$ cat src/rtl/branch_pkg.sv
// Shared types and helpers for the branch prediction unit.
//  br_funct3_e     : RV32I conditional-branch funct3 encodings
//  bht_state_e     : 2-bit bimodal counter states
//  BHT_RESET_STATE : value every BHT entry takes on reset
//  funct3_legal()  : 1 when funct3 names one of the six conditional branches
//  branch_cond()   : raw branch condition from the ALU flags
package branch_pkg;

  typedef enum logic [2:0] {
    BEQ  = 3'b000,
    BNE  = 3'b001,
    BLT  = 3'b100,
    BGE  = 3'b101,
    BLTU = 3'b110,
    BGEU = 3'b111
  } br_funct3_e;

  typedef enum logic [1:0] {
    SNT = 2'b00,
    WNT = 2'b01,
    WT  = 2'b10,
    ST  = 2'b11
  } bht_state_e;

  localparam bht_state_e BHT_RESET_STATE = WNT;

  function automatic logic funct3_legal(input logic [2:0] f3);
    logic legal;
    case (f3)
      BEQ, BNE, BLT, BGE, BLTU, BGEU: legal = 1'b1;
      default:                        legal = 1'b0;
    endcase
    return legal;
  endfunction

  function automatic logic branch_cond(input logic [2:0] f3,
                                       input logic       zero,
                                       input logic       lt,
                                       input logic       ltu);
    logic cond;
    case (f3)
      BEQ:     cond = zero;
      BNE:     cond = ~zero;
      BLT:     cond = lt;
      BGE:     cond = ~lt;
      BLTU:    cond = ltu;
      BGEU:    cond = ~ltu;
      default: cond = 1'b0;
    endcase
    return cond;
  endfunction

endpackage

$ cat src/rtl/sat_counter2.sv
// Combinational next state of a 2-bit saturating counter.
//  state : current counter value
//  taken : resolved direction (1 = count up, 0 = count down)
//  next  : updated value, held at SNT / ST at the limits
module sat_counter2
  import branch_pkg::*;
(
  input  bht_state_e state,
  input  logic       taken,
  output bht_state_e next
);

  // Saturating up/down step.
  always_comb begin
    next = state;
    case (state)
      SNT:     next = taken ? WNT : SNT;
      WNT:     next = taken ? WT  : SNT;
      WT:      next = taken ? ST  : WNT;
      ST:      next = taken ? ST  : WT;
      default: next = BHT_RESET_STATE;
    endcase
  end

endmodule

$ cat src/rtl/branch_predict_unit.sv
// Bimodal branch predictor with EX-stage branch resolution.
//  clk, rst         : clock, asynchronous active-high reset
//  if_pc            : fetch PC to look up
//  if_pred_taken    : prediction for if_pc (MSB of its BHT counter)
//  ex_valid         : EX holds a live instruction
//  ex_branch        : EX instruction is a conditional branch
//  ex_funct3        : branch type
//  ex_pc            : PC of the EX branch (selects the entry to train)
//  ex_pred_taken    : prediction carried down the pipe with this branch
//  zero/lt/ltu_flag : ALU comparison flags
//  take_branch      : resolved outcome
//  mispredict       : outcome differs from ex_pred_taken
//  stat_branches    : saturating count of resolved branches
//  stat_mispredicts : saturating count of mispredictions
module branch_predict_unit
  import branch_pkg::*;
#(
  parameter int XLEN        = 32,
  parameter int BHT_ENTRIES = 64,
  parameter int CNT_W       = 32
) (
  input  logic             clk,
  input  logic             rst,
  input  logic [XLEN-1:0]  if_pc,
  output logic             if_pred_taken,
  input  logic             ex_valid,
  input  logic             ex_branch,
  input  logic [2:0]       ex_funct3,
  input  logic [XLEN-1:0]  ex_pc,
  input  logic             ex_pred_taken,
  input  logic             zero_flag,
  input  logic             lt_flag,
  input  logic             ltu_flag,
  output logic             take_branch,
  output logic             mispredict,
  output logic [CNT_W-1:0] stat_branches,
  output logic [CNT_W-1:0] stat_mispredicts
);

  localparam int IDX_W = $clog2(BHT_ENTRIES);

  // Flop array so the whole table clears asynchronously.
  bht_state_e       bht_r [BHT_ENTRIES];
  logic [IDX_W-1:0] if_idx_s;
  logic [IDX_W-1:0] ex_idx_s;
  bht_state_e       bht_cur_s;
  bht_state_e       bht_next_s;
  logic             act_s;
  logic             taken_s;
  logic [CNT_W-1:0] stat_branches_r;
  logic [CNT_W-1:0] stat_mispredicts_r;
  logic             unused_pc_bits_s;

  // Word-aligned PCs: bits [1:0] never contribute to the index.
  assign if_idx_s = if_pc[IDX_W+1:2];
  assign ex_idx_s = ex_pc[IDX_W+1:2];

  assign unused_pc_bits_s = ^{if_pc[XLEN-1:IDX_W+2], if_pc[1:0],
                              ex_pc[XLEN-1:IDX_W+2], ex_pc[1:0]};

  // Lookup reads the registered table directly: a same-cycle update is not bypassed.
  assign if_pred_taken = bht_r[if_idx_s][1];

  assign act_s   = ex_valid & ex_branch & funct3_legal(ex_funct3);
  assign taken_s = act_s & branch_cond(ex_funct3, zero_flag, lt_flag, ltu_flag);

  // Outputs are held low for the whole reset pulse, not just after the next edge.
  assign take_branch = ~rst & taken_s;
  assign mispredict  = ~rst & act_s & (taken_s ^ ex_pred_taken);

  assign bht_cur_s = bht_r[ex_idx_s];

  sat_counter2 u_sat_counter2 (
    .state (bht_cur_s),
    .taken (taken_s),
    .next  (bht_next_s)
  );

  // BHT training: only the entry addressed by ex_pc moves, and only on a live branch.
  always_ff @(posedge clk or posedge rst) begin
    if (rst) begin
      for (int i = 0; i < BHT_ENTRIES; i++) begin
        bht_r[i] <= BHT_RESET_STATE;
      end
    end else if (act_s) begin
      bht_r[ex_idx_s] <= bht_next_s;
    end
  end

  // Statistics counters, held at all-ones once full.
  always_ff @(posedge clk or posedge rst) begin
    if (rst) begin
      stat_branches_r    <= {CNT_W{1'b0}};
      stat_mispredicts_r <= {CNT_W{1'b0}};
    end else begin
      if (act_s && !(&stat_branches_r)) begin
        stat_branches_r <= stat_branches_r + {{(CNT_W-1){1'b0}}, 1'b1};
      end
      if (act_s && (taken_s ^ ex_pred_taken) && !(&stat_mispredicts_r)) begin
        stat_mispredicts_r <= stat_mispredicts_r + {{(CNT_W-1){1'b0}}, 1'b1};
      end
    end
  end

  assign stat_branches    = stat_branches_r;
  assign stat_mispredicts = stat_mispredicts_r;

endmodule

$ cat config.mk
export PLATFORM = sky130hd
export DESIGN_NAME = branch_predict_unit
export DESIGN_NICKNAME = d
export VERILOG_FILES = /design/src/rtl/branch_pkg.sv /design/src/rtl/sat_counter2.sv /design/src/rtl/branch_predict_unit.sv
export SDC_FILE = /design/constraint.sdc
export NUM_CORES = 1
export LEC_CHECK = 0
export ABC_AREA = 1
export ABC_CLOCK_PERIOD_IN_PS = 9300
export CAP_MARGIN = 20
export CORE_MARGIN = 3
export CORE_UTILIZATION = 50
export CTS_CLUSTER_DIAMETER = 40
export DETAILED_ROUTE_END_ITERATION = 10
export PLACE_DENSITY_LB_ADDON = 0.15
export SYNTH_ARGS = -nofsm -noshare
export SYNTH_HDL_FRONTEND = slang
export SYNTH_SLANG_ARGS = --single-unit
export TNS_END_PERCENT = 1
$ cat constraint.sdc
create_clock -name clk -period 9.3 [get_ports clk]
set_input_delay 1.395 -clock clk [delete_from_list [all_inputs] [get_ports clk]]
set_output_delay 1.395 -clock clk [all_outputs]
set_load 0.05 [all_outputs]
==> results of run 1 <==
layer usage:
metal	wire, um	share of wire	GRT usage
met5	0	0	0
met4	824	0.026	0.0818
met3	2020	0.063	0.0429
met2	14500	0.46	0.427
met1	14500	0.45	0.372
synth_stat cells (all sizes together) (20+ instances only):
master	number	area share
buf	42	0.022
dfrtp	128	0.28
dfstp	64	0.15
inv	222	0.072
nand2	603	0.20
nand3	125	0.055
nor2	189	0.063
nor3	35	0.015
o211ai	30	0.020
o21ai	104	0.045
xnor2	20	0.015
xor2	41	0.031
final cells by class:
type	count	area share
Clock inverter	11	0.00926
Tap cell	280	0.0267
Timing Repair Buffer	94	0.0704
Multi-Input combinational cell	1207	0.420
Sequential cell	192	0.373
Clock buffer	21	0.0359
Inverter	225	0.0650
power breakdown:
part	total, W	switching (W)	internal (W)	leakage [nW]
logic	0.000371	0.000265	0.000106	3.25
clock network	0.000749	0.000349	0.000400	0.289
registers	0.000925	0.0000409	0.000884	2.42
total	0.00205	0.000655	0.00139	5.95
flip-flops by register name (all words and copies together), names as in the netlist:
name              count
stat_mispredicts     32
bht_r               128
stat_branches        32
worst max path at each step:
| stage | slack, ns | cells past startpoint | end | startpoint |
|---|---|---|---|---|
| 5_1_grt | 3.16 | 8 | mispredict | ex_funct3[2] |
| 6_report | 3.33 | 9 | if_pred_taken | if_pc[3] |
| 4_1_cts | 3.34 | 8 | mispredict | ex_funct3[2] |
| 3_5_place_dp | 3.35 | 8 | mispredict | ex_funct3[2] |
| 3_3_place_gp | 3.45 | 9 | if_pred_taken | if_pc[3] |
| 2_1_floorplan | 2.78 | 1 | bht_r[101] | rst |
metrics by stage:
step,area [sq um],util,power [W],setup slack [ns]
5_1_grt,13100,0.590,0.00214,3.16
3_3_place_gp,12500,0.563,0.00131,3.45
4_1_cts,13100,0.590,0.00206,3.34
6_report,13100,0.590,0.00205,3.33
2_1_floorplan,11500,-,0.00119,2.78
3_5_place_dp,12500,0.563,0.00131,3.35
worst register-to-register path, delay by kind of cell (launching register included):
family | cells | cell delay [ns]
AND/OR/NAND/NOR | 8 | 1.76
flip-flops | 1 | 0.42
buffers and inverters | 2 | 0.45
XOR/XNOR | 1 | 0.13
cells in the final DEF, fill, tap and decap left out, types with 17 or more instances in the layout:
cell type / Yosys / routed
nor3_1: 35 / 35
o21ai_0: 78 / 78
nand3_1: 124 / 123
nand2_1: 600 / 600
o21ai_1: 26 / 26
clkbuf_16: 0 / 17
nor2_1: 184 / 184
xnor2_1: 20 / 20
nand4_1: 19 / 19
clkdlybuf4s50_1: 0 / 88
dfrtp_1: 128 / 128
xor2_1: 41 / 41
inv_1: 216 / 215
dfstp_2: 64 / 64
o211ai_1: 30 / 30
kinds of logic (layout without fill, tap and decap cells):
| group | count (synthesis) | in the layout |
|---|---|---|
| buffers and inverters | 284 | 351 |
| xor gates and xnor gates | 61 | 61 |
| and+or+nand+nor | 992 | 992 |
| adders and majority gates | 2 | 2 |
| DFF | 192 | 192 |
| AOI/OAI and AO/OA | 152 | 152 |
==> summary.md, run 1 <==
| Metric | Value |
|---|---|
| Status | finished, final reports clean |
| Height of the die | 158 um |
| Sequential element share of the synthesized area | 0.423 |
| Worst-skew pair later-pin latency | 0.44 ns |
| Vias in the first global route | about 10000 |
| Final hold violation count | 0 |
| Fmax | about 170 MHz |
| CTS buffer count | 17 |
| Flop-to-flop setup slack | 6.46 ns |
| Slowest Stage Delay on Critical Path | 0.89 ns |
| Slew HR | 0.303 |
| Clock Tree Buf Depth | 2 |
| Clock Sinks | ~190 |
| FF-to-FF Start | stat_branches[2] |
| Root Buffer | clkbuf_16 |
| Crit-path max FO | 20 |
| Most used DFF post-synth | dfrtp_1 |
| CTS tree | done |
| Placed cells | approximately 2000 |
| Worst EP required | slightly below 8 ns |
| IO buf count | 89 |
| Post-Synth XOR/XNOR Area | 0.0463 |
| Drt wl/cell | 15.7 um |
| Crit Path Category | in2out |
| Routed vias/inst | 5.35 |
| First drt pass iteration count | 5 |
| CP Buf/Inv Count | 3 |
| Fin nets | 1814 |
| Synth Area in Compound Gates | 0.0751 |
| Reg2reg path depth | 11 |
| Hold worst-path end | bht_r[26] |
| CP max-delay cell | clkdlybuf4s50_1 |
| Crit. End Element | primary output |
| Grt ovf | 0 |
| Via Count | ~11000 |
| Cts hold-fix bufs | 0 |
| Library cells used by synthesis | 33 |
| Synth Area in Simple Gates | 0.353 |
| Initial Util | 0.519 |
| Setup bufs post-CTS | 0 |
| Clk pin slew, worst setup/hold paths | 0.07 ns |
| HP Start | bht_r[26] |
| H-tree Lvls | 4 |
| # DRC | 0 |
| Area Growth Syn to Fin | 13.6% |
| Initial antenna violation count | 0 |
| Syn Area/Cell | 6.86 sq um |
| Dpl hpwl | a little over 20000 um |
| Clock period minus worst slack | 5.97 ns |
| Final ANT Viol Nets | 0 |
| Syn Inst Count | about 1700 |
| P per Cell Area | around 160 nW/um^2 |
| Mapped Area | 11500 sq um |
| Non-filler cells, final | roughly 2000 |
| Filler cells | 2126 |
| First-pass GRT wire length | 52800 um |
| Die Wd | roughly 160 um |
| Top delay family on crit path | buffers and inverters |
| Core area | ~22000 sq um |
| Layout cells sized above 1 | 0.0680 |
| Final setup fails | 0 |
| Storage element area | between 4000 and 5000 sq um |
| Cells along the critical path | clkdlybuf4s50_1 > inv_1 > o21ai_0 > o221ai_1 > o211ai_1 > o211ai_1 > nand3b_1 > nand2_1 > clkdlybuf4s50_1 |
| Setup TNS | 0 ns |
| Min-Delay Path Depth | 2 |
| I/O pin count | about 140 |
| FP Rows | between 50 and 60 |
| Largest net degree at the start of global routing | 117 |
| GRT Util Overall | 0.266 |
| WL final | around 32000 um |
| Path category of the worst min-delay check | reg2reg |
| Syn_nets | ~1800 |
| Die footprint | 24900 sq um |
| Post-CTS sizing | 0 |
| Largest family of logic cells by synthesized area | simple AND/OR/NAND/NOR gates |
| Warnings from Yosys | 0 |
| Startpoint Class | input port |
| DRT iter0 DRCs | around 890 |
| EDFF count, synth | 0 |
| Post-Synth Adder-Cell Area | 0.00217 |
| Final GP Congestion | around 0.9 |
| Fin crit share | 0.642 |
| Hold_ws | 0.465 ns |
| Setup Skew | ~0.012 ns |
| Post-synthesis mux area share | 0 |
| Final Max Tran Viols | 0 |
| Async set-or-reset flop fraction in the synthesized netlist | 1.00 |
| Area of the multi-input gates | approximately 5500 sq um |
| Worst-Margin Slew | 1.05 ns |
| Register bit total from synthesis | roughly 190 |
| Worst vdd ir | between 0.1 and 0.15 mV |
| Max cap viols | 0 |
| LEAKAGE | about 6.0 nW |
| Unrepaired setup endpoints after global routing | no |
| WP data arrival | roughly 4.6 ns |
| Worst reg2reg endpoint | stat_branches[24] |
| Antenna diode count | 0 |
Note: power is estimated with default switching activity, not from simulation.
==> run 2: changes to the inputs <==
- ABC_CLOCK_PERIOD_IN_PS: 9300 -> 5250
- clock period: 9.3 -> 5.25 ns (I/O delays scaled with it)
==> run 2 against run 1 <==
Effect of this change:
- the run now ends with DRC left
- critical endpoint is now mispredict
- register-to-register slack worse by 4.1 ns
- core utilization increased by 0.47 points
- sequential share of layout area is 0.29 points lower
- largest power group unchanged
==> summary.md, run 2 (synthesis results as in run 1) <==
| Metric | Value |
|---|---|
| DRT iter0 DRCs | 895 (was 886) |
| Dpl hpwl | 21200 um (was 20500 um) |
| Die footprint | 24900 sq um (unchanged) |
| Status | finished, violations left (was finished, final reports clean) |
| Placed cells | 2007 (was 1998) |
| CTS tree | done (unchanged) |
| Die Wd | 158 um (unchanged) |
| WP data arrival | 3.13 ns (was 4.58 ns) |
| Flop-to-flop setup slack | 2.39 ns (was 6.46 ns) |
| Commonest non-fill, non-tap cell in the layout | nand2_1 (unchanged) |
| Max layer used | met4 (unchanged) |
| Fin nets | 1824 (was 1814) |
| IO buf count | 89 (unchanged) |
| Clock Sinks | 192 (unchanged) |
| Initial Util | 0.519 (unchanged) |
| Grt ovf | 0 (unchanged) |
| I/O pin count | 142 (unchanged) |
| Cts hold-fix bufs | 0 (unchanged) |
| LEAKAGE | 6.01 nW (was 5.95 nW) |
| Largest register FFs | 128 (unchanged) |
| Flop pwr share | 0.448 (was 0.452) |
| Routed met1 length | 14600 um (was 14500 um) |
| Worst-Margin Slew | 0.824 ns (was 1.05 ns) |
| Worst EP required | 4.46 ns (was 7.91 ns) |
| CTS buffer count | 17 (unchanged) |
| Clock period minus worst slack | between 3 and 4 ns |
| Worst-skew pair later-pin latency | 0.44 ns (about the same) |
| Crit Path Category | in2out (unchanged) |
| Combinational fraction of design power | 0.184 (was 0.181) |
| Net Sw Power | 0.00117 W (was 0.000655 W) |
| Most flop-heavy register | bht_r (unchanged) |
| Final ANT Viol Nets | 0 (unchanged) |
| Antenna diode count | 0 (unchanged) |
| Vias in the first global route | 10292 (was 10220) |
| Clock Tree Buf Depth | 2 (unchanged) |
| Final hold violation count | 0 (unchanged) |
| Switching share of power | 0.321 (was 0.320) |
| Clock Power Share | 0.368 (was 0.366) |
| Layout cells sized above 1 | 0.0739 (was 0.0680) |
| Startpoint Class | input port (unchanged) |
| Cells along the critical path | clkdlybuf4s50_1 > inv_1 > a21oi_1 > buf_4 > nand2_1 > xnor2_1 > nand2_1 > nor2_1 > clkdlybuf4s50_1 (was clkdlybuf4s50_1 > inv_1 > o21ai_0 > o221ai_1 > o211ai_1 > o211ai_1 > nand3b_1 > nand2_1 > clkdlybuf4s50_1) |
| Fmax | about 260 MHz |
| Hold_ws | 0.465 ns (about the same) |
| Metal2 WL | 14800 um (was 14500 um) |
| Setup Skew | 0.0132 ns (was 0.0125 ns) |
| Setup TNS | 0 ns (unchanged) |
| Max cap viols | 0 (unchanged) |
| Worst vdd ir | 0.355 mV (was 0.136 mV) |
| P per Cell Area | 277 nW/um^2 (was 156 nW/um^2) |
| P_int | 0.00248 W (was 0.00139 W) |
| First-pass GRT wire length | 53000 um (was 52800 um) |
| Root Buffer | clkbuf_16 (unchanged) |
| Routed vias/inst | 5.35 (about the same) |
| FP Rows | 54 (unchanged) |
| H-tree Lvls | 4 (unchanged) |
| Largest net degree at the start of global routing | 94 (was 117) |
| Failing checks | DRC |
| Drt wl/cell | 15.8 um (was 15.7 um) |
| CP max-delay cell | clkdlybuf4s50_1 (unchanged) |
| Crit. End Element | primary output (unchanged) |
| First drt pass iteration count | 10 (was 5) |
| GRT Util Overall | 0.268 (was 0.266) |
| Slew HR | 0.450 (was 0.303) |
| Final setup fails | 0 (unchanged) |
| Fin crit share | 0.746 |
| # DRC | 1 (was 0) |
| Core area | 22200 sq um (unchanged) |
| Commonest non-fill, non-tap cells in the layout | nand2_1 (600), inv_1 (215), nor2_1 (184) (unchanged) |
| Initial antenna violation count | 0 (unchanged) |
| Area Growth Syn to Fin | 14.5% (was 13.6%) |
| Path category of the worst min-delay check | reg2reg (unchanged) |
| Slowest Stage Delay on Critical Path | 0.81 ns (was 0.89 ns) |
| Crit-path max FO | 12 (was 20) |
| Via Count | 10909 (was 10861) |
| WL final | 32200 um (was 31800 um) |
| Final GP Congestion | 0.925 (was 0.883) |
| Final Max Tran Viols | 0 (unchanged) |
| Non-filler cells, final | 2040 (was 2030) |
| Setup bufs post-CTS | 0 (unchanged) |
| Clk pin slew, worst setup/hold paths | 0.07 ns (about the same) |
| Met3 routed WL | 2210 um (was 2020 um) |
| Post-CTS sizing | 0 (unchanged) |
| Height of the die | 158 um (unchanged) |
| Unrepaired setup endpoints after global routing | no (unchanged) |
-- run 2: changes by cell type in the layout (fill, tap and decap cells not counted), sizes merged --
| cell | change |
|---|---|
| clkinvlp | +2 |
| inv | +1 |
| clkdlybuf4s50 | -1 |
| clkbuf | -4 |
| buf | +11 |
| bufinv | +1 |
-- run 2: final cells by class --
| type | count | area (sq um) |
|---|---|---|
| Fill cell | 2040 | 9020 |
| Sequential cell | 192 | 4880 |
| Clock inverter | 15 | 171 |
| Timing Repair Buffer | 104 | 1030 |
| Multi-Input combinational cell | 1207 | 5500 |
| Inverter | 225 | 848 |
| Clock buffer | 17 | 425 |
| Tap cell | 280 | 350 |
-- run 2: final timing paths --
kind	cells after the start	startpoint	endpoint
worst max-delay path	9	ex_funct3[2]	mispredict
max in group asynchronous	3	rst	bht_r[113]
worst max register to register	11	stat_branches[2]	stat_branches[24]
min in group asynchronous	2	rst	stat_mispredicts[10]
worst min-delay path	2	bht_r[58]	bht_r[58]
worst min register to register	2	bht_r[58]	bht_r[58]
-- run 2: power by group through the flow --
stage | clock network [W] | registers [W] | logic, W
final | 0.00134 | 0.00164 | 0.000672
after global routing | 0.00143 | 0.00165 | 0.000735
after CTS | 0.00137 | 0.00164 | 0.000672
after detailed placement | 0 | 0.00166 | 0.000670
after global placement | 0 | 0.00166 | 0.000664
after floorplan | 0 | 0.00178 | 0.000329
-- run 2: per-stage QoR --
step | util | instance area, sq um | power [W] | setup slack, ns
after global routing | 0.594 | 13200 | 0.00382 | 1.11
after global placement | 0.567 | 12600 | 0.00233 | 1.31
final | 0.594 | 13200 | 0.00365 | 1.33
after CTS | 0.593 | 13200 | 0.00368 | 1.29
after detailed placement | 0.567 | 12600 | 0.00233 | 1.29
after floorplan | - | 11500 | 0.00211 | 2.04
-- run 2: critical path: cells and delay by family --
kind,cells,cell delay (ns)
xor gates and xnor gates,1,0.28
and+or+nand+nor,3,0.37
AOI/OAI and AO/OA,1,0.12
buffers and inverters,4,1.57
-- run 2: layer usage --
layer  vias up  GRT usage
met2       340      0.427
met4         0     0.0773
met3        46     0.0478
li1       5397          -
met5         -          0
met1      5126      0.376
==> run 3: changes to the inputs <==
- ABC_CLOCK_PERIOD_IN_PS: 5250 -> 3880
- clock period: 5.25 -> 3.88 ns (I/O delays scaled with it)
==> run 3 against run 2 <==
Effect of this change:
- the flow now finishes without violations
- non-clock buffer count increased by 18
- setup slack got worse by 0.65 ns
- clock-buffer cell count increased by 1
- critical path type unchanged
- hold slack about the same
- critical path depth decreased by 2
- sequential share of layout area decreased by 0.38 points
- via count about the same
- global-route usage increased by 0.17 points
- largest power group unchanged
- cell count increased by 0.88%
==> summary.md, run 3 (synthesis results as in run 1) <==
| Metric | Value |
|---|---|
| Status | finished, final reports clean (was finished, violations left) |
| Initial Util | 0.519 (unchanged) |
| GRT Util Overall | 0.269 (was 0.268) |
| H-tree Lvls | 4 (unchanged) |
| Worst vdd ir | 0.297 mV (was 0.355 mV) |
| Fin crit share | 0.823 |
| Root Buffer | clkbuf_16 (unchanged) |
| DRT iter0 DRCs | 980 (was 895) |
| Crit. End Element | primary output (unchanged) |
| Final setup fails | 0 (unchanged) |
| Commonest non-fill, non-tap cell in the layout | nand2_1 (unchanged) |
| Initial antenna violation count | 0 (unchanged) |
| First drt pass iteration count | 6 (was 10) |
| # DRC | 0 (was 1) |
| WL final | 32500 um (was 32200 um) |
| Post-CTS sizing | 0 (unchanged) |
| Drt wl/cell | 15.8 um (about the same) |
| Final Max Tran Viols | 0 (unchanged) |
| Setup Skew | 0.0132 ns (about the same) |
| Final ANT Viol Nets | 0 (unchanged) |
| Cts hold-fix bufs | 0 (unchanged) |
| Commonest non-fill, non-tap cells in the layout | nand2_1 (600), inv_1 (215), nor2_1 (184) (unchanged) |
| Grt ovf | 0 (unchanged) |
| Core area | 22200 sq um (unchanged) |
| Most flop-heavy register | bht_r (unchanged) |
| Worst-skew pair later-pin latency | 0.44 ns (about the same) |
| Largest register FFs | 128 (unchanged) |
| Die footprint | 24900 sq um (unchanged) |
| Total design power | 0.00487 W (was 0.00365 W) |
| Startpoint Class | input port (unchanged) |
| Hold_ws | 0.465 ns (about the same) |
| Height of the die | 158 um (unchanged) |
| Setup bufs post-CTS | 0 (unchanged) |
| Clk pin slew, worst setup/hold paths | 0.07 ns (about the same) |
| Worst-Margin Slew | 0.928 ns (was 0.824 ns) |
| Path category of the worst min-delay check | reg2reg (unchanged) |
| CTS tree | done (unchanged) |
| Unrepaired setup endpoints after global routing | no (unchanged) |
| Area Growth Syn to Fin | 15.7% (was 14.5%) |
| First-pass GRT wire length | 53300 um (was 53000 um) |
| Final hold violation count | 0 (unchanged) |
| Via Count | 10905 (was 10909) |
| Vias in the first global route | 10466 (was 10292) |
| Final GP Congestion | 0.915 (was 0.925) |
| Layout cells sized above 1 | 0.0849 (was 0.0739) |
| Max cap viols | 0 (unchanged) |
| Dpl hpwl | 21700 um (was 21200 um) |
| Die Wd | 158 um (unchanged) |
| Setup TNS | 0 ns (unchanged) |
| CTS buffer count | 17 (unchanged) |
| Routed vias/inst | 5.30 (was 5.35) |
| LEAKAGE | 6.09 nW (was 6.01 nW) |
| Largest net degree at the start of global routing | 70 (was 94) |
| Final core occ | 0.601 (was 0.594) |
| Fmax | roughly 310 MHz |
| WP data arrival | 2.61 ns (was 3.13 ns) |
| Fin nets | 1842 (was 1824) |
| Clock period minus worst slack | around 3.2 ns |
| Crit Path Category | in2out (unchanged) |
| P per Cell Area | 365 nW/um^2 (was 277 nW/um^2) |
| FP Rows | 54 (unchanged) |
| Worst EP required | 3.30 ns (was 4.46 ns) |
| Clock Tree Buf Depth | 2 (unchanged) |
| Crit-path max FO | 16 (was 12) |
| IO buf count | 89 (unchanged) |
| Clock Sinks | 192 (unchanged) |
| I/O pin count | 142 (unchanged) |
| Antenna diode count | 0 (unchanged) |
| Slew HR | 0.380 (was 0.450) |
==> run 3: changes by cell type in the layout (fill, tap and decap cells not counted), sizes merged <==
cell,delta
buf,+20
bufinv,-2
clkbuf,+1
clkdlybuf4s50,-2
clkinv,+4
inv,-3
==> run 3: per-stage QoR <==
step	instance area (sq um)	setup slack [ns]	cells
global placement	12800	0.599	2026
finish	13300	0.687	2058
CTS	13300	0.720	2058
floorplan	11500	0.874	1683
global route	13300	0.573	2058
detailed placement	12800	0.615	2026
==> run 3: layout make-up <==
class / count / area, sq um
fillers: 2069 / 8880
multi-input cells: 1207 / 5500
flip-flops and latches: 192 / 4880
repair buffers: 122 / 1200
inverters: 225 / 848
clock buffers: 18 / 439
well taps: 280 / 350
clock inverters: 14 / 126
==> run 3: report_power, final <==
| group | internal, W | total (W) | leakage (nW) | switching, W |
|---|---|---|---|---|
| Clock | 0.000863 | 0.00173 | 0.274 | 0.000867 |
| Sequential | 0.00212 | 0.00222 | 2.42 | 0.0000970 |
| Combinational | 0.000279 | 0.000926 | 3.40 | 0.000648 |
| Total | 0.00326 | 0.00487 | 6.09 | 0.00161 |
==> run 3: per-layer routing <==
layer | track usage | share of wire | vias to the layer above
met5 | 0 | 0 | -
met4 | 0.0839 | 0.020 | 0
met3 | 0.0508 | 0.073 | 49
met2 | 0.439 | 0.46 | 349
met1 | 0.366 | 0.45 | 5090
li1 | - | - | 5417
==> run 3: critical path, cell delays in order <==
cell and delay, ns:
clkdlybuf4s50_1 0.99, o221ai_1 0.26, o211ai_1 0.26, nand3_1 0.14, nand3b_1 0.12, nand2_1 0.07, buf_4 0.19
==> run 3: final timing paths <==
kind,cells after the start,end,slack [ns],from
worst max-delay path,7,if_pred_taken,0.69,if_pc[4]
worst min-delay path,2,bht_r[122],0.47,bht_r[122]
worst max register to register,9,stat_mispredicts[31],1.34,stat_mispredicts[1]
worst min register to register,2,bht_r[122],0.47,bht_r[122]
max in group asynchronous,3,bht_r[84],2.28,rst
min in group asynchronous,2,bht_r[51],0.78,rst
